==> config.mk <==
export PLATFORM = sky130hd
export DESIGN_NAME = mem_access
export DESIGN_NICKNAME = d
export VERILOG_FILES = /design/src/rtl/mem_access.sv
export SDC_FILE = /design/constraint.sdc
export NUM_CORES = 1
export LEC_CHECK = 0
export ABC_AREA = 1
export CAP_MARGIN = 5
export CELL_PAD_IN_SITES_DETAIL_PLACEMENT = 0
export CELL_PAD_IN_SITES_GLOBAL_PLACEMENT = 1
export CORE_MARGIN = 3
export CORE_UTILIZATION = 35
export CTS_BUF_LIST = sky130_fd_sc_hd__clkbuf_8
export DETAILED_ROUTE_END_ITERATION = 8
export PLACE_DENSITY = 0.8
export SLEW_MARGIN = 40
export SYNTH_ARGS = -nofsm -noshare
export SYNTH_HDL_FRONTEND = slang
export SYNTH_SLANG_ARGS = --single-unit
==> constraint.sdc <==
create_clock -name clk -period 15.14 [get_ports clk]
set_input_delay 2.271 -clock clk [delete_from_list [all_inputs] [get_ports clk]]
set_output_delay 2.271 -clock clk [all_outputs]
set_load 0.03 [all_outputs]
==> src/rtl/mem_access.sv <==
// Memory-access stage: issues load/store/LL/SC on an addr_ok/data_ok bus,
// aligns load data, flags misaligned accesses and registers one result per instruction.
module mem_access #(
    parameter int ADDR_W = 32
) (
    input  logic              clk,
    input  logic              rst,
    input  logic              ex_valid,
    input  logic [3:0]        ex_mem_op,
    input  logic [ADDR_W-1:0] ex_addr,
    input  logic [ADDR_W-1:0] ex_store_data,
    input  logic [4:0]        ex_wd,
    input  logic              ex_wreg,
    input  logic [ADDR_W-1:0] ex_wdata,
    input  logic [ADDR_W-1:0] ex_pc,
    input  logic              LLbit_i,
    input  logic              flush,
    output logic              data_req,
    output logic              data_wr,
    output logic [3:0]        data_wstrb,
    output logic [ADDR_W-1:0] data_addr,
    output logic [ADDR_W-1:0] data_wdata,
    input  logic              data_addr_ok,
    input  logic              data_data_ok,
    input  logic [ADDR_W-1:0] data_rdata,
    output logic              stall_req,
    output logic              mem_valid,
    output logic [4:0]        mem_wd,
    output logic              mem_wreg,
    output logic [ADDR_W-1:0] mem_wdata,
    output logic [ADDR_W-1:0] mem_inst_pc,
    output logic              mem_LLbit_we,
    output logic              mem_LLbit_value,
    output logic              mem_excp
);
    typedef enum logic [1:0] {IDLE, REQ, WAIT, DRAIN} state_e;

    localparam logic [3:0] OP_LD_B  = 4'd1, OP_LD_H  = 4'd2, OP_LD_W = 4'd3,
                           OP_LD_BU = 4'd4, OP_LD_HU = 4'd5, OP_ST_B = 4'd6,
                           OP_ST_H  = 4'd7, OP_ST_W  = 4'd8, OP_LL_W = 4'd9,
                           OP_SC_W  = 4'd10;

    state_e              state_q, state_d;
    logic                capture;
    logic [3:0]          op_q;
    logic [ADDR_W-1:0]   addr_q, sdata_q, pc_q;
    logic [4:0]          wd_q;
    logic                wreg_q;

    logic                valid_q, valid_d, wreg_o_q, wreg_o_d;
    logic [4:0]          wd_o_q, wd_o_d;
    logic [ADDR_W-1:0]   wdata_o_q, wdata_o_d, pc_o_q, pc_o_d;
    logic                llwe_q, llwe_d, llval_q, llval_d, excp_q, excp_d;

    logic ex_byte, ex_half, ex_word, ex_mem, ex_misal, ex_sc_fail;
    logic q_store;
    logic [7:0]        ld_byte;
    logic [15:0]       ld_half;
    logic [ADDR_W-1:0] ld_val;

    always_comb begin
        ex_byte    = (ex_mem_op == OP_LD_B) || (ex_mem_op == OP_LD_BU) || (ex_mem_op == OP_ST_B);
        ex_half    = (ex_mem_op == OP_LD_H) || (ex_mem_op == OP_LD_HU) || (ex_mem_op == OP_ST_H);
        ex_word    = (ex_mem_op == OP_LD_W) || (ex_mem_op == OP_ST_W)  ||
                     (ex_mem_op == OP_LL_W) || (ex_mem_op == OP_SC_W);
        ex_mem     = ex_byte || ex_half || ex_word;
        ex_misal   = (ex_half && ex_addr[0]) || (ex_word && (ex_addr[1:0] != 2'b00));
        ex_sc_fail = (ex_mem_op == OP_SC_W) && !LLbit_i;
        q_store    = (op_q == OP_ST_B) || (op_q == OP_ST_H) || (op_q == OP_ST_W);
    end

    always_comb begin
        ld_byte = data_rdata[{addr_q[1:0], 3'b000} +: 8];
        ld_half = addr_q[1] ? data_rdata[31:16] : data_rdata[15:0];
        case (op_q)
            OP_LD_B:          ld_val = {{24{ld_byte[7]}}, ld_byte};
            OP_LD_BU:         ld_val = {24'd0, ld_byte};
            OP_LD_H:          ld_val = {{16{ld_half[15]}}, ld_half};
            OP_LD_HU:         ld_val = {16'd0, ld_half};
            OP_LD_W, OP_LL_W: ld_val = data_rdata;
            OP_SC_W:          ld_val = 32'd1;
            default:          ld_val = '0;
        endcase
    end

    always_comb begin
        data_req   = (state_q == REQ);
        data_wr    = data_req && (q_store || (op_q == OP_SC_W));
        data_addr  = {addr_q[ADDR_W-1:2], 2'b00};
        data_wstrb = 4'b0000;
        data_wdata = sdata_q;
        case (op_q)
            OP_ST_B: begin
                data_wstrb = 4'b0001 << addr_q[1:0];
                data_wdata = {4{sdata_q[7:0]}};
            end
            OP_ST_H: begin
                data_wstrb = addr_q[1] ? 4'b1100 : 4'b0011;
                data_wdata = {2{sdata_q[15:0]}};
            end
            OP_ST_W, OP_SC_W: data_wstrb = 4'b1111;
            default: ;
        endcase
        if (!data_req) data_wstrb = 4'b0000;
        stall_req = (state_q == REQ) || ((state_q == WAIT) && !data_data_ok) || (state_q == DRAIN);
    end

    // mem_valid defaults low every cycle, so any flush edge naturally suppresses it
    always_comb begin
        state_d   = state_q;
        capture   = 1'b0;
        valid_d   = 1'b0;
        wd_o_d    = wd_o_q;
        wreg_o_d  = wreg_o_q;
        wdata_o_d = wdata_o_q;
        pc_o_d    = pc_o_q;
        llwe_d    = llwe_q;
        llval_d   = llval_q;
        excp_d    = excp_q;
        case (state_q)
            IDLE: begin
                if (ex_valid && !flush) begin
                    if (ex_mem && !ex_misal && !ex_sc_fail) begin
                        state_d = REQ;
                        capture = 1'b1;
                    end else begin
                        valid_d   = 1'b1;
                        wd_o_d    = ex_wd;
                        pc_o_d    = ex_pc;
                        llwe_d    = 1'b0;
                        llval_d   = 1'b0;
                        excp_d    = ex_mem && ex_misal;
                        wreg_o_d  = (ex_mem && ex_misal) ? 1'b0 : ex_wreg;
                        wdata_o_d = !ex_mem ? ex_wdata : (ex_misal ? ex_addr : '0);
                    end
                end
            end
            REQ: begin
                if (flush)             state_d = data_addr_ok ? DRAIN : IDLE;
                else if (data_addr_ok) state_d = WAIT;
            end
            WAIT: begin
                if (data_data_ok) begin
                    state_d = IDLE;
                    if (!flush) begin
                        valid_d   = 1'b1;
                        wd_o_d    = wd_q;
                        pc_o_d    = pc_q;
                        excp_d    = 1'b0;
                        wreg_o_d  = q_store ? 1'b0 : wreg_q;
                        wdata_o_d = ld_val;
                        llwe_d    = (op_q == OP_LL_W) || (op_q == OP_SC_W);
                        llval_d   = (op_q == OP_LL_W);
                    end
                end else if (flush) begin
                    state_d = DRAIN;
                end
            end
            DRAIN: begin
                if (data_data_ok) state_d = IDLE;
            end
            default: state_d = IDLE;
        endcase
    end

    always_ff @(posedge clk or posedge rst) begin
        if (rst) begin
            state_q   <= IDLE;
            op_q      <= '0;
            addr_q    <= '0;
            sdata_q   <= '0;
            pc_q      <= '0;
            wd_q      <= '0;
            wreg_q    <= 1'b0;
            valid_q   <= 1'b0;
            wd_o_q    <= '0;
            wreg_o_q  <= 1'b0;
            wdata_o_q <= '0;
            pc_o_q    <= '0;
            llwe_q    <= 1'b0;
            llval_q   <= 1'b0;
            excp_q    <= 1'b0;
        end else begin
            state_q   <= state_d;
            if (capture) begin
                op_q    <= ex_mem_op;
                addr_q  <= ex_addr;
                sdata_q <= ex_store_data;
                pc_q    <= ex_pc;
                wd_q    <= ex_wd;
                wreg_q  <= ex_wreg;
            end
            valid_q   <= valid_d;
            wd_o_q    <= wd_o_d;
            wreg_o_q  <= wreg_o_d;
            wdata_o_q <= wdata_o_d;
            pc_o_q    <= pc_o_d;
            llwe_q    <= llwe_d;
            llval_q   <= llval_d;
            excp_q    <= excp_d;
        end
    end

    assign mem_valid       = valid_q;
    assign mem_wd          = wd_o_q;
    assign mem_wreg        = wreg_o_q;
    assign mem_wdata       = wdata_o_q;
    assign mem_inst_pc     = pc_o_q;
    assign mem_LLbit_we    = llwe_q;
    assign mem_LLbit_value = llval_q;
    assign mem_excp        = excp_q;
endmodule

==> results.md <==
Logic synthesis:
- Sorting the synthesized cells by area gives the leading types as dfrtp_1 (44%), nand2_1 (19%), nand3_1 (10%), o21ai_2 (5.5%), inv_1 (4.9%).
- The cell area after technology mapping is 10400 um2.
- For this run, the leading register cell type out of synthesis is dfrtp_1.
- The cell count after synthesis came out at 1426.
- Synthesis instantiated 25 different standard cells from the library.
- Of the post-synthesis cell area, the dominant cell type holds 0.437.
- The commonest cells after synthesis are nand2_1 (519), nand3_1 (213), dfrtp_1 (182), inv_1 (137), o21ai_0 (87).
- The number of flops mapped to enable cells by yosys is 0.
- The cell type contributing the most total cell area after synthesis is dfrtp_1.
- The total of flip-flops plus latches after synthesis is 182.
- Yosys printed 0 warnings.
- The synthesized area divided by synthesized cell count is 7.30 um2.
- The fraction of the yosys area taken by sequential cells is 0.437.
- The proportion of register bits with asynchronous set or reset after synthesis is 1.00.
- The most common cell in the synthesized netlist is nand2_1.

STA:
- At the pin with the least slew margin, the transition time is 0.862 ns.
- Setup repair after global routing left no endpoint under its margin.
- The total negative slack for setup checks is 0 ns.
- The worst slew slack as a fraction of its limit is 0.423.
- Clock skew on the completed layout was measured at 0.0207 ns.
- Dividing the final minimum period by the clock period gives 0.393.
- For the finished layout, the period the worst path requires is 5.95 ns.
- Setup violations remaining at the end of the flow were counted as 0.
- The highest attainable clock frequency is 0.168 GHz.
- The number of hold-slack violations in the final timing report is 0.
- The total count of max-transition violations in the final report is 0.

Clock network:
- Buffers inserted to repair hold after CTS numbered 0.
- The number of clock buffers added by TritonCTS is 17.
- The clock transition at the registers of the reported paths is 0.09 ns.
- The count of clock tree sinks is 182.
- TritonCTS built the clock tree.
- The buffer depth of the longest clock path is 2.
- The post-CTS setup buffer count is 0.
- The source-to-sink clock delay at the later pin of the worst-skew pair is 0.48 ns.
- The number of H-tree levels is 4.
- Once the clock tree was built, the resizer swapped 0 gates to a different size.
- Clock tree synthesis selected as its root buffer the cell clkbuf_8.

Die:
- 322 I/O pins were placed.
- After floorplanning, the core was sized to cover 29000 um2.
- For this configuration, the core starts out at a cell density of 0.359.
- In this run the vertical extent of the chip is 179 um.
- The floorplan step set the die width to 179 um.
- The number of rows in the core area is 62.
- The die footprint is 31900 um2.

Place:
- The HPWL after detailed placement is 24300 um.
- The number of input and output port buffers inserted is 319.
- The number of placed instances, taps included is 2010.
- The final weighted congestion in routability-driven placement is 0.852.
- The cell area after placement is 13400 um2.

Critical path:
- STA puts the critical path data arrival time at 3.68 ns.
- Along the worst path, the maximum fanout reaches 4.
- The endpoint kind of the worst setup timing path is an output pin.
- STA puts the critical path data required time at 12.87 ns.
- The path depth of the worst reg2reg path is 9.
- The critical path is of the input pin to output pin type.
- STA classifies the critical path startpoint as an input pin.
- For flop-to-flop paths, the worst setup slack is 12.63 ns.

Layout:
- The number of nets in the final layout is 1822.
- In the final layout, the share of cells above drive strength 1 is 0.0784.
- The final instance area is 13800 um2.
- Relative to the synthesized area, the layout overhead comes to 32.9%.
- At the end of the flow the core is filled with cells to 0.477.
- Excluding fillers, the count of instances in the completed layout stands at 2043.

Route:
- Dividing the detail-routed wire length by the instance count gives 17.0 um.
- The count of vias placed by the detailed router is 9937.
- The total length of routed wires is 34700 um.
- After detailed routing, the number of remaining DRC violations is 0.
- Using the TritonRoute via totals, the vias-per-cell ratio works out to 4.86.
- For this run, the detailed router's first-pass iteration total came to 5.
- The DRC violation total after the first TritonRoute iteration is 754.
- In this run the remaining antenna-violating nets after routing total 0.

GRT:
- The number of global-route vias before repair came to 9657.
- The initial antenna violation count was 2.
- Entering global routing, the biggest net connects 111 pins.
- The total overflow left after global routing is 0.
- The global routing usage summed across all routing layers is 0.218.
- The first global-routing pass estimated 54100 um of wire.

Pwr:
- Across the VDD grid, the largest voltage drop is 0.116 mV.
- The analysis attributes to cell leakage a power of 6.78 nW.
- The power per cell area is 191 nW/um2.

Job:
- The max-capacitance violation count is 0.

Hold path:
- The worst hold path depth is 2.
- The path type of the worst min-delay path is flop to flop.

Outcome:
- The run finished with clean final reports.
## sequential cells by signal, summed over array words and instances, names as in the netlist
signal / cells
mem_wdata: 32
op_q: 4
wreg_q: 1
addr_q: 32
sdata_q: 32
mem_wreg: 1
state_q: 2
mem_LLbit_we: 1
pc_q: 32
mem_valid: 1
mem_inst_pc: 32
wd_q: 5
mem_LLbit_value: 1
mem_excp: 1
mem_wd: 5
## routing by layer
layer / vias up / track usage / share of wire
met3: 39 / 0.0590 / 0.084
met1: 4651 / 0.290 / 0.44
li1: 4908 / - / -
met5: - / 0 / 0.00060
met4: 4 / 0.0591 / 0.020
met2: 335 / 0.349 / 0.46
## layout by cell type (no fill, tap or decap), drive strengths merged
cell type / synthesis / layout
nand2: 522 / 522
clkdlybuf4s50: 0 / 319
nand3: 216 / 216
dfrtp: 182 / 182
o21ai: 167 / 167
inv: 142 / 151
nor2: 39 / 39
clkbuf: 26 / 17
buf: 105 / 11
o211ai: 8 / 8
nand4: 7 / 7
clkinv: 1 / 7
nor3: 5 / 5
a21oi: 5 / 5
conb: 1 / 2
diode: 0 / 1
## critical path, stage by stage
cell             delay (ns)
clkdlybuf4s50_1        0.46
inv_1                  0.10
nand2_1                0.09
nand2_1                0.08
clkdlybuf4s50_1        0.68
## power by group
part | switching, mW | internal, mW
registers | 0.145 | 0.703
clock network | 0.220 | 0.128
logic | 0.888 | 0.558
total | 1.25 | 1.39
## kinds of logic (layout without fill, tap and decap cells)
logic type | count (synthesis) | after routing | share of synthesized area
AND/OR/NAND/NOR | 789 | 789 | 0.318
AO/OA/AOI/OAI | 180 | 180 | 0.112
other | 1 | 3 | 0.000360
buffers and inverters | 274 | 505 | 0.133
flip-flops | 182 | 182 | 0.437
## final timing paths
kind / start / to
min in group asynchronous: rst / wd_q[0]
hold reg to reg: addr_q[16] / addr_q[16]
setup / recovery: data_data_ok / stall_req
max in group asynchronous: rst / mem_inst_pc[15]
hold / removal: addr_q[16] / addr_q[16]
setup reg to reg: state_q[1] / mem_wdata[8]
## layout make-up
cell class | count | area [um2]
clock buffer | 17 | 234
timing repair buffer | 330 | 3320
inverter | 143 | 552
multi-input combinational | 971 | 4520
antenna | 1 | 2.50
fill | 2972 | 15200
tap | 384 | 480
sequential | 182 | 4550
clock inverter | 15 | 176
## metrics by stage
step                hold WS [ns]  power (mW)  setup slack (ns)
floorplan                  0.453        1.81              7.93
global placement           0.464        2.30              9.19
detailed placement         0.468        2.31              9.20
CTS                        0.496        2.67              9.19
global route               0.508        2.84              9.11
finish                     0.492        2.64              9.19
No activity file was read; power rests on OpenSTA's default activity.
